**src/rtl/draw_arbiter_pkg.sv**
```systemverilog
// Shared constants and FSM state encoding for the draw arbiter.
// Draw values and the settle counter are both 4 bits wide.
package draw_arbiter_pkg;

  localparam int DRAW_W          = 4;
  localparam int CNT_W           = 4;
  localparam int DEF_MAX_VAL     = 10;
  localparam int DEF_WAIT_CYCLES = 3;

  localparam logic [1:0] ST_IDLE   = 2'd0;
  localparam logic [1:0] ST_SETTLE = 2'd1;
  localparam logic [1:0] ST_SAMPLE = 2'd2;
  localparam logic [1:0] ST_ACK    = 2'd3;

  typedef enum logic [1:0] {
    IDLE   = ST_IDLE,
    SETTLE = ST_SETTLE,
    SAMPLE = ST_SAMPLE,
    ACK    = ST_ACK
  } state_e;

endpackage

```
**src/rtl/draw_arbiter_rr.sv**
```systemverilog
// Round-robin pick: the first requester after last_grant (wrapping) wins.
// Purely combinational, one-hot or all-zero winner.
module rr_arbiter #(
  parameter int NUM_REQ = 4,
  parameter int IDX_W   = 2
) (
  input  logic [NUM_REQ-1:0] req,
  input  logic [IDX_W-1:0]   last_grant,
  output logic [NUM_REQ-1:0] winner
);

  logic found;

  // Scan offsets 1..NUM_REQ from the last owner; last owner itself is checked last.
  always_comb begin
    winner = '0;
    found  = 1'b0;
    for (int k = 1; k <= NUM_REQ; k++) begin
      for (int i = 0; i < NUM_REQ; i++) begin
        if (!found && req[i] && (i == ((int'(last_grant) + k) % NUM_REQ))) begin
          winner[i] = 1'b1;
          found     = 1'b1;
        end
      end
    end
  end

endmodule

```
**src/rtl/draw_arbiter.sv**
```systemverilog
// Shares one random source among NUM_REQ requesters: grant, settle, sample, ack.
// Ack arrives WAIT_CYCLES+2 cycles after request; out-of-range samples stall in SAMPLE.
module draw_arbiter
  import draw_arbiter_pkg::*;
#(
  parameter int NUM_REQ     = 4,
  parameter int MAX_VAL     = DEF_MAX_VAL,
  parameter int WAIT_CYCLES = DEF_WAIT_CYCLES
) (
  input  logic               clk,
  input  logic               reset_n,
  input  logic [NUM_REQ-1:0] req,
  input  logic [DRAW_W-1:0]  rnd_in,
  output logic [NUM_REQ-1:0] grant,
  output logic [NUM_REQ-1:0] ack,
  output logic [DRAW_W-1:0]  draw_value,
  output logic               draw_valid,
  output logic               busy
);

  localparam int                IDX_W       = (NUM_REQ > 1) ? $clog2(NUM_REQ) : 1;
  localparam logic [DRAW_W-1:0] MAX_V       = DRAW_W'(MAX_VAL);
  localparam logic [CNT_W-1:0]  SETTLE_LOAD = CNT_W'(WAIT_CYCLES - 1);
  localparam logic [IDX_W-1:0]  LAST_RST    = IDX_W'(NUM_REQ - 1);

  state_e              state_q, state_d;
  logic [NUM_REQ-1:0]  grant_q, grant_d;
  logic [NUM_REQ-1:0]  ack_q, ack_d;
  logic                draw_valid_q, draw_valid_d;
  logic [DRAW_W-1:0]   draw_value_q, draw_value_d;
  logic [CNT_W-1:0]    cnt_q, cnt_d;
  logic [IDX_W-1:0]    last_grant_q, last_grant_d;

  logic [NUM_REQ-1:0]  winner;
  logic [IDX_W-1:0]    owner_idx;
  logic                owner_alive;
  logic                rnd_ok;

  rr_arbiter #(
    .NUM_REQ (NUM_REQ),
    .IDX_W   (IDX_W)
  ) u_rr (
    .req        (req),
    .last_grant (last_grant_q),
    .winner     (winner)
  );

  always_comb begin
    owner_idx = '0;
    for (int i = 0; i < NUM_REQ; i++) begin
      if (grant_q[i]) owner_idx = IDX_W'(i);
    end
  end

  assign owner_alive = |(req & grant_q);
  assign rnd_ok      = (rnd_in <= MAX_V);

  always_comb begin
    state_d      = state_q;
    grant_d      = grant_q;
    ack_d        = '0;
    draw_valid_d = 1'b0;
    draw_value_d = draw_value_q;
    cnt_d        = cnt_q;
    last_grant_d = last_grant_q;

    case (state_q)
      IDLE: begin
        if (|req) begin
          state_d = SETTLE;
          grant_d = winner;
          cnt_d   = SETTLE_LOAD;
        end
      end

      SETTLE: begin
        // A dropped request abandons the draw without touching the priority pointer.
        if (!owner_alive) begin
          state_d = IDLE;
          grant_d = '0;
          cnt_d   = '0;
        end else if (cnt_q == '0) begin
          state_d = SAMPLE;
        end else begin
          cnt_d = cnt_q - CNT_W'(1);
        end
      end

      SAMPLE: begin
        if (!owner_alive) begin
          state_d = IDLE;
          grant_d = '0;
        end else if (rnd_ok) begin
          state_d      = ACK;
          draw_value_d = rnd_in;
          ack_d        = grant_q;
          draw_valid_d = 1'b1;
          grant_d      = '0;
          last_grant_d = owner_idx;
        end
      end

      ACK: begin
        state_d = IDLE;
      end

      default: begin
        state_d = IDLE;
        grant_d = '0;
      end
    endcase
  end

  always_ff @(posedge clk or negedge reset_n) begin
    if (!reset_n) begin
      state_q      <= IDLE;
      grant_q      <= '0;
      ack_q        <= '0;
      draw_valid_q <= 1'b0;
      draw_value_q <= '0;
      cnt_q        <= '0;
      last_grant_q <= LAST_RST;
    end else begin
      state_q      <= state_d;
      grant_q      <= grant_d;
      ack_q        <= ack_d;
      draw_valid_q <= draw_valid_d;
      draw_value_q <= draw_value_d;
      cnt_q        <= cnt_d;
      last_grant_q <= last_grant_d;
    end
  end

  assign grant      = grant_q;
  assign ack        = ack_q;
  assign draw_valid = draw_valid_q;
  assign draw_value = draw_value_q;
  assign busy       = (state_q != IDLE);

endmodule

```
**config.mk**
```make
export PLATFORM = sky130hd
export DESIGN_NAME = draw_arbiter
export DESIGN_NICKNAME = d
export VERILOG_FILES = /design/src/rtl/draw_arbiter_pkg.sv /design/src/rtl/draw_arbiter_rr.sv /design/src/rtl/draw_arbiter.sv
export SDC_FILE = /design/constraint.sdc
export NUM_CORES = 1
export LEC_CHECK = 0
export CAP_MARGIN = 20
export CORE_AREA = 2 2 58 60
export CTS_CLUSTER_SIZE = 16
export DETAILED_ROUTE_END_ITERATION = 10
export DIE_AREA = 0 0 60 62
export REMOVE_ABC_BUFFERS = 1
export SYNTH_ARGS = -nofsm -noshare
export SYNTH_HDL_FRONTEND = slang
export SYNTH_SLANG_ARGS = --single-unit
```
**constraint.sdc**
```tcl
create_clock -name clk -period 3.36 [get_ports clk]
set_clock_uncertainty 0.1 [all_clocks]
set_input_delay 0.336 -clock clk [delete_from_list [all_inputs] [get_ports clk]]
set_output_delay 0.336 -clock clk [all_outputs]
set_load 0.05 [all_outputs]
```
# Yosys cells after proc, flatten, opt, wreduce, memory -nomap -nowiden
# Cells that the tools add are included.
[op_classes]
n_addsub = 5
n_lt_le_gt_ge = 1
eq_ne = 20
muxes = 54
bitwise = 5
n_reduce_logical = 65
[ops]
columns = ["cell", "n"]
rows = [
  ["$logic_not 32->1", 4],
  ["$mux 4", 10],
  ["$mux 1", 34],
  ["$logic_and 1x1->1", 31],
  ["$eq 3x3->1 const A", 8],
  ["$logic_not 1->1", 15],
  ["$mux 2", 7],
  ["$eq 2x3->1 const A", 4],
  ["$pmux 4 s3", 1],
  ["$ne 3x3->1 const B", 3],
  ["$reduce_and 3->1", 3],
  ["$pmux 2 s4", 1],
  ["$pmux 4 s2", 1],
  ["$reduce_or 2->1", 4],
  ["$reduce_or 4->1", 2],
  ["$add 2x1->2 const B", 2],
  ["$add 2x2->2 const B", 2],
  ["$and 1x1->1 const A", 4],
  ["$and 4x4->4", 1],
  ["$eq 2x2->1 const B", 2],
  ["$le 4x4->1 const B", 1],
  ["$logic_not 4->1", 1],
  ["$ne 2x2->1 const B", 2],
  ["$reduce_and 4->1", 1],
  ["5 further kinds", 6],
]
[totals]
reg_bits = 21
input_bits = 10
out_inout_bits = 14
word_cells = 157

# Logic depth before layout (Yosys ltp)
[depth]
depth_word = 68
depth_mapped = 7
depth_no_buf = 6

# Modules after synthesis
# Synthesis repeated with hierarchy kept, for this count alone.
[hier_totals]
hier_cells = 113
area_unflattened_um2 = 1223.7
[by_module_without_submodules]
columns = ["module", "n_inst", "cells_each", "area_per_inst_um2", "seq_area_each_um2"]
rows = [
  ["draw_arbiter", 1, 96, 1118.6, 528.0],
  ["rr_arbiter", 1, 17, 105.1, 0.0],
]

# Worst setup path before layout
# OpenSTA, ideal clock, no wires.
[synth_path]
kind = "reg-to-reg"
startpoint = "register state_q[0]"
endpoint = "register grant_q[3] (netlist: grant[3])"
setup_time_ps = 125
arrival_ps = 1921
required_ps = 3135
setup_slack_ps = 1214
path_stages_with_launch = 7
n_path_buf = 0
period_less_slack_ps = 2146
path_cell_list = "dfrtp_1 -> inv_1 -> ha_1 -> inv_1 -> nor4b_2 -> a2111oi_4 -> mux2_4"
[synth_between]
elab_chain_len = 3
word_cells_on_any_way = 9
classes_between = "eq/ne: 5; mux: 1; reduce/logical: 3"
[synth_lines]
columns = ["item", "line", "text"]
rows = [
  ["start: declaration", "draw_arbiter.sv:26", "state_e state_q, state_d;"],
  ["start signal: assignment", "draw_arbiter.sv:124", "state_q <= state_d;"],
  ["$eq 2x2->1, or another cell as far along", "draw_arbiter.sv:67", "case (state_q)"],
  ["$ne 3x3->1 (no line), or another cell as far along", "--", ""],
  ["$reduce_and 4->1 (no line)", "--", ""],
  ["end signal: assignment", "draw_arbiter.sv:125", "grant_q <= grant_d;"],
  ["end: declaration", "draw_arbiter.sv:27", "logic [NUM_REQ-1:0] grant_q, grant_d;"],
]
# Parallel ways exist; a longest one is shown, timed or not.
# A chain may end at the register's enable or synchronous reset.

# Worst setup path in the final report
[layout_path]
startpoint = "register state_q[0]"
endpoint = "output busy"
[layout_between]
elab_chain_len = 1
[layout_lines]
columns = ["item", "line", "text"]
rows = [
  ["$reduce_bool 2->1", "draw_arbiter.sv:138", "assign busy = (state_q != IDLE);"],
  ["end: declaration", "draw_arbiter.sv:18", "output logic busy"],
]
# Every way passes these cells.

==> flow_summary.toml <==
[route]
drc = 0
wl_per_cell_um = 13.7
drt-pass1-iter-count = 4
vias = 948
wirelength_um = 2490
vias_per_cell = 5.21
ant_nets = 0
drt_iter0_markers = 35

[yosys]
synth-seq-cells = 21
async_flop_share_pct = 100
ys_seq_area_share_pct = 44.8
synthCells = 109
synth_cell_types = 38
synth_edf_count = 0
synth_top_area_share_pct = 40.4
synth_top_flop_cell = "dfrtp_1"
synth_area_leaders = "dfrtp_1, ha_1, dfstp_2"
synth.largest_area_cell = "dfrtp_1"
ys_warn_count = 0
syn_area_per_cell_um2 = 10.8
synth_area_um2 = 1180

[worst_setup_path]
path_buf_inv = 3
cp-end-kind = "output pin"
arrival_ns = 1.95
worstRegToRegCells = 6
cpPeakStageDelay_ns = 0.81
cpMostUsedCell = "inv_1"
crit_family = "buffers and inverters"
path_cells = "inv_1, ha_1, inv_1, clkdlybuf4s50_1"
cp.required_ns = 2.92
cp_slowest_cell = "clkdlybuf4s50_1"
worst-path-max-fanout = 3
rrSetupSlack_ns = 1.13
r2r-start = "cnt_q[0]"
regToRegEndpoint = "cnt_q[2]"
start_kind = "register"
crit_type = "reg2out"

[die]
die-area_um2 = 3720
initial_core_util_pct = 37.0
die_h_um = 62
rows = 21
core_area_um2 = 3180
io_pins = 24
die_w_um = 60

[final_layout]
syn_to_final_growth_pct = 27.0
layout_common_cells = "clkdlybuf4s50_1, dfrtp_1, inv_1"
layout_commonest_cell = "clkdlybuf4s50_1"
n_antenna_cell = 0
drive_gt1_share_pct = 14.0
fin_nets = 152
fin_util_pct = 47.0

[grt]
grt_start_max_net_pins = 22
grtUsageMet2_pct = 23.3
grtUsageMet3_pct = 3.52
use_met1_pct = 20.2
antenna_found_initial = 0
grt_pass1_vias = 897
busiest_layer = "met2"
grt_overflow = 0
grt_usage_pct = 15.2
grt_pass1_wl_um = 4110

[power_and_ir_drop]
peakVddDrop_mv = 0.461
p_leak_nw = 0.652
power_density_nw_per_um2 = 804

[sta]
max_freq_ghz = 0.419
fin_crit_ns = 2.38
finalCritPeriodShare_pct = 71.0
rsz0062_at_grt = "no"
drv_slew = 0
maxSlewHeadroom_pct = 39.1
tns_ns = 0
hold_viol = 0
worstMarginPinSlew_ns = 0.911
setup_violations = 0
whs_ns = 0.414

[cts]
clock_latency_ns = 0.32
cts_buffers = 3
cts-hold-fix-buffers = 0
cts_setup_buffers = 0
cts.clk_slew.worst_paths_ns = 0.12
clkSinkCount = 21
root_buffer = "clkbuf_4"
post_cts_resized = 0
clockBufferDepth = 2
cts_tree = "built"
cts_max_level = 1

[outcome]
run_status = "complete, no violations"

[place]
globalplace.congestion = 0.826
hpwl_um = 1900
portBuffers = 23

[run]
maxCapViolations = 0

[worst_hold_path]
worst_hold_path_type = "in2async"
==> flip-flops by register name (all words and copies together), names as in the netlist <==
signal	flops
ack	4
cnt_q	4
draw_valid	1
draw_value	4
grant	4
last_grant_q	2
state_q	2
==> kinds of logic (layout without fill, tap and decap cells) <==
group                    Yosys count  after routing  share of synthesized area, %
buffers and inverters             13             40                          4.25
multiplexers                       9              9                          8.93
flip-flops                        21             21                          44.8
AND/OR/NAND/NOR                   26             26                          12.4
adder cells (fa/ha/maj)            5              5                          5.31
AO/OA/AOI/OAI                     35             35                          24.2
==> stage by stage <==
stage | instance area [um2] | setup slack [ns] | cells | power [mW]
after detailed placement | 1470 | 0.816 | 178 | 1.09
after CTS | 1500 | 0.957 | 182 | 1.22
final | 1500 | 0.976 | 182 | 1.20
after floorplan | 1170 | 0.949 | 108 | 0.887
after global placement | 1470 | 0.877 | 178 | 1.07
after global routing | 1500 | 0.883 | 182 | 1.30
==> metal layers <==
metal | vias up | share of wire, %
li1 | 458 | -
met1 | 464 | 47
met2 | 21 | 46
met3 | 5 | 4.9
met4 | 0 | 2.0
met5 | - | 0
==> synth_stat cells (all sizes together), types with 2 or more instances <==
cell type	n
o32a	2
mux2	6
a21oi	10
nand2	5
a211oi	3
a22oi	2
dfstp	2
o211ai	2
o21ai	4
inv	12
a21o	2
mux2i	3
ha	5
nor2	8
dfrtp	19
and2	5
==> worst max-delay path by stage <==
stage | from | endpoint | slack, ns | cells after the start
after floorplan | grant[3] | draw_value[0] | 0.95 | 3
after global placement | req[1] | grant[0] | 0.88 | 5
after detailed placement | req[2] | draw_value[0] | 0.82 | 4
after CTS | state_q[0] | busy | 0.96 | 4
after global routing | state_q[0] | busy | 0.88 | 4
final | state_q[0] | busy | 0.98 | 4
==> final cells by class <==
class	count	area, um2
Fill cell	303	1680
Sequential cell	21	528
Clock inverter	1	5.00
Timing Repair Buffer	24	238
Clock buffer	3	22.5
Tap cell	46	57.6
Inverter	12	45.0
Multi-Input combinational cell	75	599
==> report_power, final <==
part           total (mW)  switching (mW)  internal [mW]
combinational       0.681           0.403          0.278
sequential          0.394          0.0692          0.325
clock               0.127          0.0827         0.0446
==> worst reg2reg max path, stage by stage, from the launching register on <==
cell      delay, ns
dfrtp_1        0.42
inv_1          0.11
ha_1           0.14
or3b_1         0.43
a211oi_1       0.48
nor3_1         0.17
a32o_1         0.29
(Power assumes the default switching activity.)
